`src/rtl/ultra_net_mac_pkg.sv`:
```
// Shared width defaults and constant helpers for the multi-lane MAC engine.
package ultra_net_mac_pkg;

    localparam int DEF_A_WIDTH   = 12;
    localparam int DEF_B_WIDTH   = 16;
    localparam int DEF_LANES     = 4;
    localparam int DEF_ACC_WIDTH = 32;
    localparam int DEF_SAT       = 1;

    // Unsigned activation gets a zero sign bit, so the product needs one extra bit.
    function automatic int prod_width(input int a_w, input int b_w);
        return a_w + b_w + 1;
    endfunction

    function automatic logic signed [63:0] sat_max(input int w);
        return (64'sd1 <<< (w - 1)) - 64'sd1;
    endfunction

    function automatic logic signed [63:0] sat_min(input int w);
        return -(64'sd1 <<< (w - 1));
    endfunction

endpackage

```
`src/rtl/ultra_net_mac_lane.sv`:
```
// One MAC lane: operand register, product register, accumulator and result register.
module ultra_net_mac_lane
    import ultra_net_mac_pkg::*;
#(
    parameter int A_WIDTH   = DEF_A_WIDTH,
    parameter int B_WIDTH   = DEF_B_WIDTH,
    parameter int ACC_WIDTH = DEF_ACC_WIDTH,
    parameter int SAT       = DEF_SAT
) (
    input  logic                        clk,
    input  logic                        rst,
    input  logic                        adv,
    input  logic                        vld_p1,
    input  logic                        last_p1,
    input  logic        [A_WIDTH-1:0]   a,
    input  logic signed [B_WIDTH-1:0]   b,
    output logic signed [ACC_WIDTH-1:0] res,
    output logic                        sat
);

    localparam int PW = prod_width(A_WIDTH, B_WIDTH);
    localparam logic signed [ACC_WIDTH-1:0] ACC_MAX = ACC_WIDTH'(sat_max(ACC_WIDTH));
    localparam logic signed [ACC_WIDTH-1:0] ACC_MIN = ACC_WIDTH'(sat_min(ACC_WIDTH));

    // Returns {overflow_flag, value}; the flag is only raised when clamping is enabled.
    function automatic logic [ACC_WIDTH:0] acc_add(input logic signed [ACC_WIDTH-1:0] x,
                                                   input logic signed [ACC_WIDTH-1:0] y);
        logic signed [ACC_WIDTH:0] s;
        s = {x[ACC_WIDTH-1], x} + {y[ACC_WIDTH-1], y};
        if ((s[ACC_WIDTH] != s[ACC_WIDTH-1]) && (SAT != 0))
            return {1'b1, (s[ACC_WIDTH] ? ACC_MIN : ACC_MAX)};
        return {1'b0, s[ACC_WIDTH-1:0]};
    endfunction

    logic        [A_WIDTH-1:0]   a_p0;
    logic signed [B_WIDTH-1:0]   b_p0;
    logic signed [PW-1:0]        a_ext;
    logic signed [PW-1:0]        b_ext;
    logic signed [PW-1:0]        prod;
    logic signed [PW-1:0]        prod_p1;
    logic signed [ACC_WIDTH-1:0] p_ext;
    logic        [ACC_WIDTH:0]   add_p2;
    logic signed [ACC_WIDTH-1:0] sum_p2;
    logic                        ovf_p2;
    logic signed [ACC_WIDTH-1:0] acc_p2;
    logic                        sticky_p2;

    assign a_ext  = PW'(signed'({1'b0, a_p0}));
    assign b_ext  = PW'(b_p0);
    assign prod   = a_ext * b_ext;
    assign p_ext  = ACC_WIDTH'(prod_p1);
    assign add_p2 = acc_add(acc_p2, p_ext);
    assign sum_p2 = add_p2[ACC_WIDTH-1:0];
    assign ovf_p2 = add_p2[ACC_WIDTH];

    // S1 operand capture and S2 product; validity is tracked by the shared control.
    always_ff @(posedge clk) begin
        if (adv) begin
            a_p0    <= a;
            b_p0    <= b;
            prod_p1 <= prod;
        end
    end

    // S3: accumulate; a closing beat loads the result and restarts the group from zero.
    always_ff @(posedge clk or posedge rst) begin
        if (rst) begin
            acc_p2    <= '0;
            sticky_p2 <= 1'b0;
            res       <= '0;
            sat       <= 1'b0;
        end else if (adv && vld_p1) begin
            if (last_p1) begin
                res       <= sum_p2;
                sat       <= sticky_p2 | ovf_p2;
                acc_p2    <= '0;
                sticky_p2 <= 1'b0;
            end else begin
                acc_p2    <= sum_p2;
                sticky_p2 <= sticky_p2 | ovf_p2;
            end
        end
    end

endmodule

```
`src/rtl/ultra_net_mac_pipe.sv`:
```
// Multi-lane pipelined MAC with shared valid/ready control and per-lane datapaths.
module ultra_net_mac_pipe
    import ultra_net_mac_pkg::*;
#(
    parameter int A_WIDTH   = DEF_A_WIDTH,
    parameter int B_WIDTH   = DEF_B_WIDTH,
    parameter int LANES     = DEF_LANES,
    parameter int ACC_WIDTH = DEF_ACC_WIDTH,
    parameter int SAT       = DEF_SAT
) (
    input  logic                         ap_clk,
    input  logic                         ap_rst,
    input  logic                         in_valid,
    output logic                         in_ready,
    input  logic [LANES*A_WIDTH-1:0]     in_a,
    input  logic [LANES*B_WIDTH-1:0]     in_b,
    input  logic                         in_last,
    output logic                         out_valid,
    input  logic                         out_ready,
    output logic [LANES*ACC_WIDTH-1:0]   out_acc,
    output logic [LANES-1:0]             out_sat
);

    logic adv;
    logic take;
    logic vld_p0;
    logic last_p0;
    logic vld_p1;
    logic last_p1;

    // The whole pipe moves as one; a held result freezes every stage.
    assign adv      = !out_valid || out_ready;
    assign in_ready = adv;
    assign take     = in_valid && adv;

    always_ff @(posedge ap_clk or posedge ap_rst) begin
        if (ap_rst) begin
            vld_p0    <= 1'b0;
            last_p0   <= 1'b0;
            vld_p1    <= 1'b0;
            last_p1   <= 1'b0;
            out_valid <= 1'b0;
        end else if (adv) begin
            vld_p0    <= take;
            last_p0   <= in_last;
            vld_p1    <= vld_p0;
            last_p1   <= last_p0;
            out_valid <= vld_p1 && last_p1;
        end
    end

    for (genvar i = 0; i < LANES; i++) begin : g_lane
        ultra_net_mac_lane #(
            .A_WIDTH   (A_WIDTH),
            .B_WIDTH   (B_WIDTH),
            .ACC_WIDTH (ACC_WIDTH),
            .SAT       (SAT)
        ) u_lane (
            .clk     (ap_clk),
            .rst     (ap_rst),
            .adv     (adv),
            .vld_p1  (vld_p1),
            .last_p1 (last_p1),
            .a       (in_a[i*A_WIDTH +: A_WIDTH]),
            .b       (in_b[i*B_WIDTH +: B_WIDTH]),
            .res     (out_acc[i*ACC_WIDTH +: ACC_WIDTH]),
            .sat     (out_sat[i])
        );
    end

endmodule

```
`config.mk`:
```
export PLATFORM = sky130hd
export DESIGN_NAME = ultra_net_mac_pipe
export DESIGN_NICKNAME = d
export VERILOG_FILES = /design/src/rtl/ultra_net_mac_pkg.sv /design/src/rtl/ultra_net_mac_lane.sv /design/src/rtl/ultra_net_mac_pipe.sv
export SDC_FILE = /design/constraint.sdc
export NUM_CORES = 2
export LEC_CHECK = 0
export ABC_AREA = 0
export CORE_UTILIZATION = 65
export CTS_CLUSTER_DIAMETER = 100
export DETAILED_ROUTE_END_ITERATION = 10
export DONT_BUFFER_PORTS = 1
export GPL_ROUTABILITY_DRIVEN = 0
export PLACE_DENSITY_LB_ADDON = 0.25
export SLEW_MARGIN = 40
export SYNTH_ARGS = -nofsm -noshare
export SYNTH_HDL_FRONTEND = slang
export SYNTH_HIERARCHICAL = 1
export SYNTH_SLANG_ARGS = --single-unit
```
`constraint.sdc`:
```
create_clock -name ap_clk -period 6.15 [get_ports ap_clk]
set_input_delay 0.615 -clock ap_clk [delete_from_list [all_inputs] [get_ports ap_clk]]
set_output_delay 0.615 -clock ap_clk [all_outputs]
set_load 0.1 [all_outputs]
```
# ---- Word-level counts from Yosys, hierarchy flattened
# Cells that the tools add are included.
dict set report op_classes {
  addsub 4
  mul 4
  eq_ne 4
  muxes 24
  bitwise 4
  n_reduce_logical 6
}
# op n
set ops {}
lappend ops {{2-to-1 mux 33 bit} 8}
lappend ops {{2-to-1 mux 32 bit} 8}
lappend ops {{adder 32 x 29 -> 33 bit} 4}
lappend ops {{multiplier 13 x 16 -> 29 bit} 4}
lappend ops {{2-to-1 mux 1 bit} 8}
lappend ops {{!= test 1 bit} 4}
lappend ops {{OR 1 bit} 4}
lappend ops {{logical AND 1 bit} 3}
lappend ops {{AND reduction 2 bit} 1}
lappend ops {{zero test 1 bit} 1}
lappend ops {{logical OR 1 bit} 1}
dict set report word_totals {
  regBits 497
  input_bits 117
  out_inout_bits 134
  elab_cells 79
}

# ---- Logic depth before layout (Yosys ltp)
dict set report logic_depth {
  word_depth 6
  ltp_mapped 22
  mapped_depth_nobuf 21
}

# ---- Modules after synthesis
# Netlist, hierarchy kept.
# module n_inst cells_per_inst area_per_inst_um2 seq_area_each_um2
set modules_own_cells {}
lappend modules_own_cells {{ultra_net_mac_lane (g_lane[0].u_lane)} 1 1347 13390.3 3363.2}
lappend modules_own_cells {{ultra_net_mac_lane (g_lane[1].u_lane)} 1 1382 13311.5 3363.2}
lappend modules_own_cells {{ultra_net_mac_lane (g_lane[3].u_lane)} 1 1396 13297.8 3363.2}
lappend modules_own_cells {{ultra_net_mac_lane (g_lane[2].u_lane)} 1 1384 13202.7 3363.2}
lappend modules_own_cells {ultra_net_mac_pipe 1 14 221.5 125.1}

# ---- Worst setup path before layout
# No wires, ideal clock.
dict set report synth_timing {
  path_kind {register -> register}
  start {reg g_lane[0].u_lane.a_p0[6]}
  end {reg g_lane[0].u_lane.prod_p1[28], data pin}
  setup_time_ns 0.260
  arrival_time_ns 5.393
  required_ns 5.890
  path_slack_ns 0.497
  stages_incl_launch_ff 20
  n_path_buf 1
  period_less_slack_ns 5.653
  cell_sequence {edfxtp_1 clkbuf_1 nand2_1 fa_1 fa_1 fa_1 inv_1 fa_1 inv_1 fa_1 inv_1 ha_1 a2111oi_0 o21ai_0 nor3b_1 o41ai_1 a21oi_1 a211o_1 a21oi_1 xnor2_1}
}
dict set report synth_via {
  elab_chain_len 1
}
# element line
set synth_lines {}
lappend synth_lines {{start, declared} ultra_net_mac_lane.sv:35} ;# logic [A_WIDTH-1:0] a_p0;
lappend synth_lines {{start signal, assigned} ultra_net_mac_lane.sv:59} ;# a_p0 <= a;
lappend synth_lines {{multiplier 13 x 16 -> 29 bit} ultra_net_mac_lane.sv:50} ;# assign prod = a_ext * b_ext;
lappend synth_lines {{via g_lane[0].u_lane.prod[28]} ultra_net_mac_lane.sv:39} ;# logic signed [PW-1:0] prod;
lappend synth_lines {{end signal, assigned} ultra_net_mac_lane.sv:61} ;# prod_p1 <= prod;
lappend synth_lines {{end, declared} ultra_net_mac_lane.sv:40} ;# logic signed [PW-1:0] prod_p1;
# The timed path passes the listed nets, and every way through them passes these cells.
# A chain may end at the register's enable or synchronous reset.

# ---- Worst setup path in the final report
dict set report layout_timing {
  start {reg g_lane[0].u_lane.a_p0[9]}
  end {reg g_lane[0].u_lane.prod_p1[28], data pin}
}
# Same word-level chain as after synthesis.

==> impl_metrics.env <==
export IMPL_hold_class="in2async"
export IMPL_die_area_um2=83340
export IMPL_outcome="finished, final reports clean"
export IMPL_finalSetupViolCount=0
export IMPL_routed_wl_um=120800
export IMPL_period_share=0.9687
export IMPL_first_iter_violations=2644
export IMPL_clock_tree_buffer_depth=3
export IMPL_drive_above_1_share=0.08627
export IMPL_seqCellArea_um2=13740
export IMPL_tns_ps=0
export IMPL_detail_route_antenna_nets=0
export IMPL_drt_pre_antenna_iters=6
export IMPL_tightestPinTransition_ps=899.9
export IMPL_die_x_um=288.7
export IMPL_overflow=0
export IMPL_die_y_um=288.7
export IMPL_antenna_found_initial=10
export IMPL_grt_max_degree=67
export IMPL_seq_area_frac_synth=0.2542
export IMPL_viasPerCell=5.753
export IMPL_reg2reg_slack_ps=190
export IMPL_finClkSkew_ps=25.47
export IMPL_fillCellCount=6062
export IMPL_hpwlAfterDp_um=94660
export IMPL_async_flop_share=0.5412
export IMPL_final_hold_violation_count=0
export IMPL_clk_pin_slew_ps=60
export IMPL_grt_pass1_wl_um=198600
export IMPL_cts_made_buffers=57
export IMPL_ys_ff_latch=497
export IMPL_critPathRequiredTime_ps=6540
export IMPL_ios=251
export IMPL_synth_edff_count=228
export IMPL_slew_headroom=0.4001
export IMPL_syn_nets=6760
export IMPL_syn_inst=5523
export IMPL_crit_arrival_ps=6350
export IMPL_design_core_area_um2=80940
export IMPL_crit_path_max_fanout=6
export IMPL_rsz0062_at_grt="true"
export IMPL_syn_to_final_growth_pct=7.178
export IMPL_insertion_delay_ps=640
export IMPL_num_rows=104
export IMPL_critPathKind="reg2reg"
export IMPL_start_util=0.6601
export IMPL_num_vias=38120
export IMPL_cp_end_kind="register"
export IMPL_synth_main_ff_cell="dfrtp_1"
export IMPL_worst_setup_path_start_kind="register"
export IMPL_ys_types=109
export IMPL_slew_viol_final=0
export IMPL_clock_tree_root_cell="clkbuf_16"
export IMPL_critical_path_max_stage_delay_ps=550
export IMPL_grt_pass1_vias=39450
export IMPL_multi_input_area_um2=35210
export IMPL_avgSynthCellArea_um2=9.673
export IMPL_whs_ps=6.550
export IMPL_cp_slowest_cell="fa_1"
export IMPL_wl_per_cell_um=18.23
export IMPL_drv_cap=0
export IMPL_yosys_warnings=6
export IMPL_fmax_ghz=0.1678
export IMPL_cts_sinks=497
export IMPL_fin_crit_ps=5958
export IMPL_h_tree_depth=2
export IMPL_port_buffers=0
export IMPL_cts_tree="yes"
export IMPL_drc_errors=0
export IMPL_path_cells="buf_4 > and2_1 > fa_1 > inv_1 > fa_1 > inv_1 > fa_1 > fa_1 > inv_1 > fa_1 > inv_1 > ha_1 > inv_1 > or3_1 > nor3b_1 > o41ai_1 > buf_4 > a21oi_1 > a211o_1 > a21oi_1 > xnor2_1"
export IMPL_syn_area_um2=53420
export IMPL_final_nets=6753
export IMPL_grt_use_total=0.2962
cell families (layout without fill, tap and decap cells):
kind of cell / Yosys count / in the layout / synth area share
XOR/XNOR: 214 / 214 / 0.03508
other: 0 / 2 / 0
buffers and inverters: 1236 / 1277 / 0.08874
AO/OA/AOI/OAI: 938 / 938 / 0.1182
multiplexers: 36 / 36 / 0.007822
adder cells (fa/ha/maj): 1120 / 1120 / 0.3629
AND/OR/NAND/NOR: 1482 / 1482 / 0.1331
flip-flops: 497 / 497 / 0.2542
metal layers:
layer,track usage,part of all wire
met2,0.4963,0.47
met3,0.05916,0.073
met5,0,0.00065
met1,0.3920,0.42
met4,0.08566,0.029
repair_timing:
action,in CTS,in global routing
hold buffers,1,0
endpoints found under the hold margin,9,0
buffers inserted,0,39
resized for setup,0,19
endpoints found under the setup margin,0,15
worst max-delay path, delay by kind of cell, from the launching register on:
family / cells / cell delay [ps]
simple gates: 3 / 840
buf+inv: 7 / 620
xor+xnor: 1 / 130
flops: 1 / 520
fa+ha+maj: 6 / 2940
compound gates: 4 / 660
stage by stage:
step	area (um2)	cells	setup WS, ps	utilization
3_5_place_dp	54760	6476	33.15	0.6766
6_report	57260	6626	192.2	0.7074
5_1_grt	57260	6625	-66.62	0.7074
4_1_cts	56770	6584	23.80	0.7014
2_1_floorplan	53420	5523	496.8	-
3_3_place_gp	54600	6472	185.4	0.6746
layout by cell type (no fill, tap or decap), types with 29 or more instances in the layout:
cell type,netlist,layout
a211oi_1,30,30
a21o_1,82,82
a21oi_1,220,218
a221o_1,34,34
a22o_1,29,29
a31oi_1,42,41
and2_1,367,367
buf_4,2,126
clkbuf_16,0,60
dfrtp_1,269,142
dfrtp_2,0,127
edfxtp_1,228,228
fa_1,716,715
ha_1,404,403
inv_1,1028,1023
nand2_1,682,682
nand3_1,50,50
nor2_1,185,184
nor3_1,33,31
o21ai_0,204,201
o21ai_1,47,48
xnor2_1,147,147
xor2_1,67,67
state kept, by name (all words and copies together) (netlist names):
| register | cells |
|---|---|
| g_lane.u_lane/acc_p2 | 128 |
| g_lane.u_lane/res | 128 |
| g_lane.u_lane/prod_p1 | 116 |
| g_lane.u_lane/b_p0 | 64 |
| g_lane.u_lane/a_p0 | 48 |
| g_lane.u_lane/sat | 4 |
| g_lane.u_lane/sticky_p2 | 4 |
| last_p0 | 1 |
| last_p1 | 1 |
| out_valid | 1 |
| vld_p0 | 1 |
| vld_p1 | 1 |
cell usage after synthesis (21+ instances only):
cell      instances  area share
a211oi_1         30      0.0042
nand2_1         682       0.048
inv_1          1028       0.072
a22o_1           29      0.0048
o21ai_1          47      0.0044
edfxtp_1        228        0.13
and2_1          367       0.043
nor2b_1          27      0.0032
nor3_1           33      0.0031
fa_1            716        0.27
a21boi_0         21      0.0030
dfrtp_1         269        0.13
mux2_2           25      0.0053
clkbuf_1        175       0.012
a21o_1           82       0.012
o21a_1           28      0.0039
and3_1           23      0.0027
xnor2_1         147       0.024
ha_1            404       0.095
nand3_1          50      0.0047
nand4_1          24      0.0028
a21oi_1         220       0.021
o21ai_0         204       0.019
o211ai_1         27      0.0038
or3_1            21      0.0025
a221o_1          34      0.0064
a31oi_1          42      0.0049
xor2_1           67       0.011
nor2_1          185       0.013
nand2b_1         30      0.0035
o21bai_1         28      0.0039
worst paths after layout:
kind / end / start / depth (start not counted)
min in group ap_clk: g_lane[3].u_lane/b_p0[11] / in_b[59] / 0
worst min-delay path: g_lane[2].u_lane/sticky_p2 / ap_rst / 2
worst max register to register: g_lane[0].u_lane/prod_p1[28] / g_lane[0].u_lane/a_p0[9] / 21
worst max-delay path: g_lane[0].u_lane/prod_p1[28] / g_lane[0].u_lane/a_p0[9] / 21
worst min register to register: g_lane[1].u_lane/acc_p2[31] / last_p1 / 1
max in group asynchronous: g_lane[0].u_lane/res[13] / ap_rst / 3
cell type report:
| cell class | count | area share |
|---|---|---|
| antenna | 2 | 0.00008741 |
| inverter | 1028 | 0.06739 |
| clock inverter | 34 | 0.006993 |
| sequential | 497 | 0.2399 |
| clock buffer | 73 | 0.02795 |
| timing repair buffer | 142 | 0.01967 |
| tap | 1060 | 0.02316 |
| multi-input combinational | 3790 | 0.6148 |
Power is not shown: default switching activity piles up to over one toggle a cycle in this logic, so the estimate is an artifact.
